==> config.mk <==
export PLATFORM = sky130hd
export DESIGN_NAME = qif_scheduler
export DESIGN_NICKNAME = d
export VERILOG_FILES = /design/src/rtl/qif_scheduler_pkg.sv /design/src/rtl/qif_scheduler_update.sv /design/src/rtl/qif_scheduler.sv
export SDC_FILE = /design/constraint.sdc
export NUM_CORES = 1
export LEC_CHECK = 0
export ABC_AREA = 1
export CAP_MARGIN = 40
export CORE_UTILIZATION = 32
export DETAILED_ROUTE_END_ITERATION = 12
export GPL_ROUTABILITY_DRIVEN = 0
export PLACE_DENSITY = 0.61
export SKIP_CTS_REPAIR_TIMING = 1
export SYNTH_ARGS = -nofsm -noshare
export SYNTH_HDL_FRONTEND = slang
export SYNTH_HIERARCHICAL = 1
export SYNTH_SLANG_ARGS = --single-unit
==> constraint.sdc <==
create_clock -name clk -period 4.31 [get_ports clk]
set_clock_uncertainty 0.05 [all_clocks]
set_input_delay 0.431 -clock clk [delete_from_list [all_inputs] [get_ports clk]]
set_output_delay 0.431 -clock clk [all_outputs]
set_load 0.02 [all_outputs]
==> src/rtl/qif_scheduler_pkg.sv <==
// qif_scheduler_pkg: shared types and defaults for the QIF neuron scheduler
package qif_scheduler_pkg;

    typedef logic signed [7:0] vmem_t;

    typedef enum logic [1:0] {IDLE, FETCH, UPDATE, DONE} state_t;

    localparam vmem_t V_THRESH_DEF = 8'sd50;
    localparam vmem_t V_RESET_DEF  = -8'sd20;

endpackage

==> src/rtl/qif_scheduler_update.sv <==
// qif_update: combinational QIF membrane update for one neuron
//   v, i   : pre-update membrane value and synaptic current (signed 8-bit)
//   new_v  : post-update membrane value, saturated to signed 8-bit
//   fire   : pre-update v reached threshold; new_v is then the reset value
module qif_update
    import qif_scheduler_pkg::*;
#(
    parameter vmem_t V_THRESH = V_THRESH_DEF,
    parameter vmem_t V_RESET  = V_RESET_DEF
) (
    input  logic [7:0] v,
    input  logic [7:0] i,
    output logic [7:0] new_v,
    output logic       fire
);

    logic signed [10:0] ve, ie, vs, sum;

    always_comb begin
        ve    = {{3{v[7]}}, v};
        ie    = {{3{i[7]}}, i};
        vs    = ve >>> 3;
        // worst case 127 + 31 + 256 stays well inside 11-bit signed range
        sum   = ve + (ie >>> 2) + vs * vs;
        fire  = $signed(v) >= V_THRESH;
        new_v = fire ? V_RESET :
                (sum > 11'sd127)  ? 8'h7f :
                (sum < -11'sd128) ? 8'h80 : sum[7:0];
    end

endmodule

==> src/rtl/qif_scheduler.sv <==
// qif_scheduler: time-multiplexed sweep over N_NEURONS QIF neurons
//   clk, rst_n        : clock; synchronous reset, active HIGH despite the name
//   start             : request one sweep (ignored while a sweep runs)
//   isyn_we/waddr/wdata : synaptic current table write port
//   rd_addr / rd_vmem : combinational membrane readout
//   busy, done        : sweep in progress (FETCH/UPDATE), one-cycle completion pulse
//   spike_valid/id    : neuron updated this cycle fired
module qif_scheduler
    import qif_scheduler_pkg::*;
#(
    parameter int    N_NEURONS = 8,
    parameter vmem_t V_THRESH  = V_THRESH_DEF,
    parameter vmem_t V_RESET   = V_RESET_DEF,
    localparam int   AW        = $clog2(N_NEURONS)
) (
    input  logic          clk,
    input  logic          rst_n,
    input  logic          start,
    input  logic          isyn_we,
    input  logic [AW-1:0] isyn_waddr,
    input  logic [7:0]    isyn_wdata,
    input  logic [AW-1:0] rd_addr,
    output logic [7:0]    rd_vmem,
    output logic          busy,
    output logic          done,
    output logic          spike_valid,
    output logic [AW-1:0] spike_id
);

    state_t        state_q, state_d;
    logic [AW-1:0] idx_q, idx_d;
    vmem_t         va_q, va_d, ia_q, ia_d;
    vmem_t         v_q [N_NEURONS];
    vmem_t         v_d [N_NEURONS];
    vmem_t         i_q [N_NEURONS];
    vmem_t         i_d [N_NEURONS];
    logic [7:0]    new_v;
    logic          fire;

    qif_update #(.V_THRESH(V_THRESH), .V_RESET(V_RESET)) u_update (
        .v     (va_q),
        .i     (ia_q),
        .new_v (new_v),
        .fire  (fire)
    );

    always_comb begin
        state_d = state_q;
        idx_d   = idx_q;
        va_d    = va_q;
        ia_d    = ia_q;
        v_d     = v_q;
        i_d     = i_q;
        // FETCH samples i_q, so a same-cycle write to that index lands next sweep
        if (isyn_we) i_d[isyn_waddr] = isyn_wdata;
        case (state_q)
            IDLE: begin
                if (start) begin
                    state_d = FETCH;
                    idx_d   = '0;
                end
            end
            FETCH: begin
                va_d    = v_q[idx_q];
                ia_d    = i_q[idx_q];
                state_d = UPDATE;
            end
            UPDATE: begin
                v_d[idx_q] = new_v;
                state_d    = (idx_q == AW'(N_NEURONS - 1)) ? DONE : FETCH;
                idx_d      = (idx_q == AW'(N_NEURONS - 1)) ? idx_q : idx_q + AW'(1);
            end
            default: state_d = IDLE;
        endcase
    end

    always_ff @(posedge clk) begin
        if (rst_n) begin
            state_q <= IDLE;
            idx_q   <= '0;
            va_q    <= '0;
            ia_q    <= '0;
            v_q     <= '{default: '0};
            i_q     <= '{default: '0};
        end else begin
            state_q <= state_d;
            idx_q   <= idx_d;
            va_q    <= va_d;
            ia_q    <= ia_d;
            v_q     <= v_d;
            i_q     <= i_d;
        end
    end

    assign rd_vmem     = v_q[rd_addr];
    assign busy        = (state_q == FETCH) || (state_q == UPDATE);
    assign done        = state_q == DONE;
    assign spike_valid = (state_q == UPDATE) && fire;
    assign spike_id    = spike_valid ? idx_q : '0;

endmodule

==> results.yml <==
synthesis:
  syn_nets: 1286
  netlist_instances: 1209
  yosys_warnings: 6
  syn_avg_cell_area_um2: 6.72
  syn_area_um2: 8120
timing:
  worst_pin_slew_ns: 0.843
  slew_viol_final: 0
  fmax_mhz: 228
  setup_ws_ns: -0.0807
  rsz0062_at_grt: "true"
  final.setup.tns_ns: -2.13
  min_period_ns: 4.39
  max-slew-margin-rel_pct: 43.8
  finalHoldViolCount: 0
  period_share_pct: 102
  finalSetupViolCount: 50
detailed_routing:
  dr.pass1.iters: 6
  wl_per_cell_um: 14.0
  drt_wl_total_mm: 22.0
  drt_first_iter_violations: 510
  drc_errors: 0
  via_count: 7568
  drtAntennaViolNets: 0
  vias_per_cell: 4.83
clocking:
  cts.sinks: 131
  cts_tree: "done"
  h-tree-depth: 4
  clk_latency_ns: 0.42
  cts_buffer_depth: 2
  cts_made_buffers: 17
  clkTransAtPathRegs_ns: 0.06
  root_buffer: "clkbuf_16"
die:
  fp.dieArea_um2: 26000
  die_h_um: 161
  core_um2: 24600
  boundaryPins: 32
  die_w_um: 161
  initial_core_util_pct: 33.0
  row_count: 57
power_and_ir_drop:
  combPwrFrac_pct: 53.9
  sw_frac_of_total_pct: 43.7
  p_sw_uw: 2690
  power.density_nw_per_um2: 627
  p_int_uw: 3460
  p_total_uw: 6150
  p_clk_share_pct: 23.8
  vdd_drop_max_mv: 0.475
  leakagePower_uw: 0.00438
  seq_power_share_pct: 22.3
worst_setup_path:
  critPathKind: "flop to flop"
  endpoint: "v_q[59]$_SDFFE_PP0P_"
  crit_start: "va_q[7]$_SDFFE_PP0N_"
  worst-r2r-setup-slack_ns: -0.08
  start_kind: "flop"
  worstPathArrival_ns: 4.63
  worst_r2r_path_depth: 20
  r2r_start: "va_q[7]$_SDFFE_PP0N_"
  cp_max_fo: 8
  crit_path_end_kind: "flop"
  worst_ep_required_time_ns: 4.55
  timing.rr.end: "v_q[59]$_SDFFE_PP0P_"
cells_and_area:
  diodes: 0
  multi_input_area_um2: 4830
  nets: 1308
  regArea_um2: 2630
  fillers: 2582
  area_delta_synth_final_pct: 20.9
  drive_above_1_share_pct: 13.5
min_path:
  hold_class: "flop to flop"
  min_from: "i_q[7]$_SDFFE_PP0P_"
placed_design:
  io_buffer_count: 29
  dp_hpwl_mm: 14.3
global_routing:
  grt-busiest-layer: "met2"
  grt_start_max_net_pins: 78
  use_met2_pct: 29.3
  gr-total-overflow: 0
  grt_use_met1_pct: 22.2
  antenna_found_initial: 0
  grtUsageMet3_pct: 2.29
  grt_pass1_wl_mm: 35.3
  track_usage_pct: 17.2
  grt_pass1_vias: 7013
outcome:
  violations: "setup timing"
  status: "finished, violations left"
flow_run:
  cap_violations: 0
==> how the worst min path moves through the flow <==
stage / cells past startpoint / endpoint / slack [ns]
floorplan: 2 / i_q[22]$_SDFFE_PP0P_ / 0.38
global placement: 2 / i_q[23]$_SDFFE_PP0P_ / 0.39
detailed placement: 2 / i_q[14]$_SDFFE_PP0P_ / 0.40
CTS: 2 / i_q[14]$_SDFFE_PP0P_ / 0.40
global route: 2 / i_q[11]$_SDFFE_PP0P_ / 0.42
finish: 2 / i_q[7]$_SDFFE_PP0P_ / 0.40
==> cells in the final DEF, fill, tap and decap left out, types with 5 or more instances in the layout <==
master	instances
o211ai_1	18
nand2_4	7
o21ai_2	20
clkinv_2	5
o21ai_1	18
ha_1	29
inv_1	184
clkbuf_16	17
buf_4	32
nand2_2	17
o21ai_0	117
a21oi_2	7
nor2_1	66
nand3_2	7
nor2_2	5
nand3_1	71
clkdlybuf4s50_1	29
inv_2	14
dfxtp_1	127
fa_1	24
nand2_1	247
a21oi_1	126
==> final cells by class <==
class / count / area share, %
timing repair buffer: 66 / 6.16
multi-input combinational: 816 / 49.2
tap: 324 / 4.13
clock inverter: 10 / 1.34
sequential: 131 / 26.8
clock buffer: 22 / 4.73
inverter: 199 / 7.61
==> state kept, by name (all words and copies together) (netlist names) <==
name,flops
i_q,48
va_q,8
idx_q,3
v_q,64
state_q,2
ia_q,6
==> worst max-delay path, stage by stage, from the launching register on <==
cell     delay (ns)
dfxtp_4        0.37
inv_2          0.05
or2_4          0.23
fa_1           0.53
fa_1           0.44
fa_1           0.51
fa_1           0.51
inv_2          0.04
ha_4           0.30
nand2_4        0.07
nor2_2         0.08
nand2_1        0.08
nand3_1        0.09
nand2_1        0.06
nand2_2        0.10
nand3_4        0.13
a21oi_4        0.17
buf_12         0.17
nand2_8        0.09
o21ai_1        0.14
a21oi_1        0.05
==> stage by stage <==
step | std cells | hold WS [ns] | util, % | instance area [µm²] | setup WS, ns
6_report | 1568 | 0.402 | 39.9 | 9810 | -0.0807
5_1_grt | 1568 | 0.418 | 39.9 | 9810 | -0.279
4_1_cts | 1567 | 0.404 | 38.5 | 9470 | -0.311
3_5_place_dp | 1535 | 0.395 | 36.1 | 8870 | -0.320
3_3_place_gp | 1535 | 0.389 | 36.1 | 8870 | -0.234
2_1_floorplan | 1209 | 0.379 | - | 8160 | 0.00545
==> power by group through the flow <==
stage / Clock, µW / Combinational [µW] / Sequential [µW]
2_1_floorplan: 0 / 1770 / 1380
3_3_place_gp: 0 / 2600 / 1390
3_5_place_dp: 0 / 2630 / 1390
4_1_cts: 1490 / 2640 / 1370
5_1_grt: 1550 / 3640 / 1380
6_report: 1470 / 3310 / 1370
==> layer usage <==
layer  share of wire [%]  vias up
met5                   0        -
met1                  47     3476
met4                 2.3        0
met2                  48      148
li1                    -     3904
met3                 3.2       40
(Power assumes the default switching activity.)
